<file path="src/rtl/flex_counter_multi.sv">
// Bank of NUM_CH independent counters: per-channel up/down, auto-reload or one-shot,
// synchronous clear/load, wrap base START_VAL (0 or 1). All outputs are registered.
module flex_counter_multi #(
   parameter int NUM_CNT_BITS = 8,
   parameter int NUM_CH       = 4,
   parameter int START_VAL    = 0
) (
   input  logic                           clk,
   input  logic                           rst,
   input  logic [NUM_CH-1:0]              clear,
   input  logic [NUM_CH-1:0]              load,
   input  logic [NUM_CH*NUM_CNT_BITS-1:0] load_val,
   input  logic [NUM_CH-1:0]              count_enable,
   input  logic [NUM_CH-1:0]              count_down,
   input  logic [NUM_CH-1:0]              one_shot,
   input  logic [NUM_CH*NUM_CNT_BITS-1:0] rollover_val,
   output logic [NUM_CH*NUM_CNT_BITS-1:0] count_out,
   output logic [NUM_CH-1:0]              rollover_flag,
   output logic [NUM_CH-1:0]              wrap_pulse,
   output logic [NUM_CH-1:0]              done
);

   // Any non-zero START_VAL is treated as 1, the only other legal base.
   localparam logic [NUM_CNT_BITS-1:0] START_V = {{(NUM_CNT_BITS-1){1'b0}}, (START_VAL != 32'sd0)};
   localparam logic [NUM_CNT_BITS-1:0] ONE_V   = {{(NUM_CNT_BITS-1){1'b0}}, 1'b1};

   for (genvar g = 0; g < NUM_CH; g++) begin : g_ch
      logic [NUM_CNT_BITS-1:0] count_q, count_d;
      logic [NUM_CNT_BITS-1:0] load_s, roll_s, term_s, reload_s;
      logic                    done_q, done_d;
      logic                    wrap_q, wrap_d;
      logic                    flag_q, flag_d;

      assign load_s   = load_val[g*NUM_CNT_BITS +: NUM_CNT_BITS];
      assign roll_s   = rollover_val[g*NUM_CNT_BITS +: NUM_CNT_BITS];
      assign term_s   = count_down[g] ? START_V : roll_s;
      assign reload_s = count_down[g] ? roll_s  : START_V;

      // Next-state: clear > load > terminal handling > step > hold.
      always_comb begin
         count_d = count_q;
         done_d  = done_q;
         wrap_d  = 1'b0;
         if (clear[g]) begin
            count_d = '0;
            done_d  = 1'b0;
         end else if (load[g]) begin
            count_d = load_s;
            done_d  = 1'b0;
         end else if (count_enable[g] && !done_q) begin
            if (count_q == term_s) begin
               if (one_shot[g]) begin
                  done_d = 1'b1;
               end else begin
                  count_d = reload_s;
                  wrap_d  = 1'b1;
               end
            end else if (count_down[g]) begin
               count_d = count_q - ONE_V;
            end else begin
               count_d = count_q + ONE_V;
            end
         end else begin
            count_d = count_q;
         end
         // Compare against the terminal of this cycle so the flag lines up with count_out.
         flag_d = (count_d == term_s);
      end

      // Channel state register.
      always_ff @(posedge clk or posedge rst) begin
         if (rst) begin
            count_q <= '0;
            done_q  <= 1'b0;
            wrap_q  <= 1'b0;
            flag_q  <= 1'b0;
         end else begin
            count_q <= count_d;
            done_q  <= done_d;
            wrap_q  <= wrap_d;
            flag_q  <= flag_d;
         end
      end

      assign count_out[g*NUM_CNT_BITS +: NUM_CNT_BITS] = count_q;
      assign rollover_flag[g] = flag_q;
      assign wrap_pulse[g]    = wrap_q;
      assign done[g]          = done_q;
   end

endmodule

</file>
<file path="config.mk">
export PLATFORM = sky130hd
export DESIGN_NAME = flex_counter_multi
export DESIGN_NICKNAME = d
export VERILOG_FILES = /design/src/rtl/flex_counter_multi.sv
export SDC_FILE = /design/constraint.sdc
export NUM_CORES = 1
export LEC_CHECK = 0
export ABC_AREA = 1
export CAP_MARGIN = 0
export CORE_MARGIN = 10
export CORE_UTILIZATION = 57
export CTS_CLUSTER_DIAMETER = 80
export DETAILED_ROUTE_END_ITERATION = 12
export PLACE_DENSITY = 0.95
export RECOVER_POWER = 25
export SYNTH_ARGS = -nofsm -noshare
export SYNTH_HDL_FRONTEND = slang
export SYNTH_SLANG_ARGS = --single-unit
</file>
<file path="constraint.sdc">
create_clock -name clk -period 5.6 [get_ports clk]
set_input_delay 1.4 -clock clk [delete_from_list [all_inputs] [get_ports clk]]
set_output_delay 1.4 -clock clk [all_outputs]
set_load 0.03 [all_outputs]
</file>
==> flow_metrics.py <==
metrics = {
    "global_routing": {
        "grtUsageMet1_pct": 29.5,
        "busiest_layer": "met2",
        "grt_pass1_vias": 6358,
        "grt_util_all_layers_pct": 23.3,
        "met3_usage_pct": 4.28,
        "grt_pass1_wl_um": 29200,
        "grt_max_degree": 45,
        "met2_usage_pct": 39.4,
        "antenna_found_initial": 0,
        "grt-ovfl-total": 0,
    },
    "cells_and_area": {
        "num-nets-final": 1300,
        "layout-drive-gt1-share_pct": 3.29,
        "fillers": 871,
        "multiInputGateArea_um2": 3960,
        "area_growth_pct": 23.4,
        "design_area_um2": 7250,
        "antenna_cells": 0,
        "register_area_um2": 1100,
    },
    "floorplan": {
        "chipHeight_um": 122,
        "row_count": 36,
        "io_pins": 130,
        "core_um2": 9910,
        "die_x_um": 122,
        "dieArea_um2": 14800,
        "start_util_pct": 59.3,
    },
    "outcome": {
        "outcome": "finished, violations left",
        "violations": "capacitance limit, slew limit",
    },
    "clock_network": {
        "cts_tree": "done",
        "ctsResizeCount": 0,
        "cts.sinks": 44,
        "cts_inserted_buffers": 5,
        "clk_pin_slew_ns": 0.10,
        "htree_levels": 2,
        "cts_buffer_depth": 2,
        "insertion_delay_ns": 0.31,
        "cts_hold_buf": 0,
        "root_buffer": "clkbuf_8",
        "cts_setup_buffers": 0,
    },
    "synthesis": {
        "ys_warn_count": 0,
        "synth_cells": 1078,
        "ys.flop_type": "dfrtp_1",
        "synth.largest_area_cell": "nand2_1",
        "async_reset_ff_share_pct": 100,
        "synthTopCellsByCount": "nand2_1, inv_1, nor2_1, nand3_1, o21ai_0",
        "synth_top_area_share_pct": 29.7,
        "synth_edf_count": 0,
        "synth_area_um2": 5870,
        "synth_fp_nets": 1192,
        "synth_cell_types": 30,
        "synthMostInstantiatedCell": "nand2_1",
        "synth-seq-cells": 44,
        "synth.avg_cell_area_um2": 5.45,
        "synthTopCellsByArea": "nand2_1, dfrtp_1, inv_1",
        "seq_area_frac_synth_pct": 18.7,
    },
    "worst_setup_path": {
        "crit_arrival_ns": 4.35,
        "worst_setup_path_start_kind": "input port",
        "crit_type": "in2reg",
        "crit_path_end": "g_ch[1].flag_q",
        "r2r_setup_slack_ns": 3.34,
        "cp_max_fo": 18,
        "r2r-end": "g_ch[2].flag_q",
        "cp_data_required_time_ns": 5.84,
        "r2r_cells": 14,
        "cp-startpoint": "count_down[1]",
        "end_kind": "register",
        "reg2reg_from": "g_ch[2].count_q[2]",
    },
    "detailed_routing": {
        "ant_nets": 0,
        "wl_per_cell_um": 13.3,
        "route.vias.total": 6980,
        "vias_per_cell": 5.29,
        "drt-pass1-iter-count": 5,
        "drc": 0,
        "wl_um": 17500,
        "drt_iter0_markers": 622,
    },
    "sta": {
        "hold_slack_ns": 0.546,
        "hold_violations": 0,
        "finalMaxSlewViolations": 45,
        "clock_skew_ns": 0.0106,
        "fin_setup_tns_ns": 0,
        "finalSetupViolCount": 0,
        "period_minus_slack_ns": 4.11,
        "fmax_mhz": 243,
        "max_slew_margin_pct": -22.1,
        "period_share_pct": 73.3,
        "tightest_slew_ns": 1.83,
        "rsz0062_at_grt": "no",
    },
    "place": {
        "placed_cell_area_um2": 7140,
        "dp_hpwl_um": 13800,
        "portBuffers": 129,
        "place.gp.congestion": 0.947,
    },
    "power": {
        "p_comb_share_pct": 50.5,
        "p_per_area_nw_per_um2": 178,
        "power.internal_mw": 0.734,
        "vdd_ir_drop_max_mv": 0.122,
        "clkPwrFrac_pct": 20.1,
        "p_seq_share_pct": 29.4,
        "p_leak_nw": 4.20,
        "switching_share_pct": 43.0,
        "p_switching_mw": 0.553,
    },
    "min_path": {
        "hold_class": "reg2reg",
        "whs_path_depth": 2,
    },
    "flow_run": {
        "drv_cap": 1,
    },
}
layer usage:
| metal | part of all wire (%) | vias to the layer above |
|---|---|---|
| li1 | - | 3543 |
| met1 | 42 | 3093 |
| met2 | 47 | 305 |
| met3 | 8.9 | 39 |
| met4 | 2.3 | 0 |
| met5 | 0 | - |
critical path: stages:
cell             delay, ns
clkdlybuf4s50_1       0.82
inv_2                 0.41
nand2_1               0.18
inv_1                 0.12
nand2_1               0.05
nand2_1               0.06
nand2_1               0.06
nor2_2                0.21
nand2_2               0.18
nand2_1               0.10
nand2_1               0.05
nand2_1               0.05
nand2_1               0.06
nand2_1               0.07
nand2_1               0.07
nand2_1               0.06
nand2_1               0.05
nor2_1                0.11
nand2_1               0.10
nor2_1                0.11
cells in the final DEF (no fill, tap or decap), drive strengths merged:
master           n
bufinv           1
a21oi           38
buf              1
ha              24
nand3           97
o21ai           46
dfrtp           44
clkbuf           6
nand2          474
nor2           107
inv            158
xor2            12
clkinv           4
nor4             4
clkdlybuf4s50  128
or2              3
nand4            9
xnor2            4
o21a             4
and2             1
dlygate4sd3      1
nand3b          17
fa               4
how the worst min path moves through the flow:
stage	from	to
after global routing	g_ch[1].done_q	g_ch[1].done_q
after floorplan	g_ch[3].done_q	g_ch[3].done_q
after global placement	g_ch[2].done_q	g_ch[2].done_q
final	g_ch[1].done_q	g_ch[1].done_q
after CTS	g_ch[1].done_q	g_ch[1].done_q
after detailed placement	g_ch[1].done_q	g_ch[1].done_q
sequential cells by signal, summed over array words and instances, names as in the netlist:
register,cells
g_ch.count_q,32
g_ch.done_q,4
g_ch.flag_q,4
g_ch.wrap_q,4
area by class of cell:
| cell class | count | share of cell area [%] |
|---|---|---|
| Multi-Input combinational cell | 844 | 54.7 |
| Timing Repair Buffer | 130 | 17.9 |
| Sequential cell | 44 | 15.2 |
| Inverter | 161 | 8.41 |
| Tap cell | 133 | 2.30 |
| Clock buffer | 6 | 1.00 |
| Clock inverter | 2 | 0.483 |
per-stage QoR:
stage	power (mW)	cells	setup WS [ns]	util (%)
3_5_place_dp	1.02	1312	1.24	72.0
2_1_floorplan	0.816	1078	2.68	-
6_report	1.29	1320	1.49	73.1
3_3_place_gp	1.01	1312	1.26	72.0
4_1_cts	1.28	1320	1.56	73.1
5_1_grt	1.39	1320	1.07	73.1
power groups by stage:
stage	Sequential (mW)	Combinational (mW)	Clock (mW)
after global routing	0.383	0.731	0.278
after CTS	0.377	0.644	0.264
after floorplan	0.413	0.403	0
final	0.378	0.650	0.259
after global placement	0.383	0.627	0
after detailed placement	0.383	0.640	0
cell families after synthesis:
group / Yosys count / share of synthesized area (%)
and+or+nand+nor: 712 / 51.0
buffers and inverters: 190 / 13.8
AOI/OAI and AO/OA: 88 / 7.67
DFF: 44 / 18.7
adders and majority gates: 28 / 6.48
xor gates and xnor gates: 16 / 2.39
No activity file was read; power rests on OpenSTA's default activity.
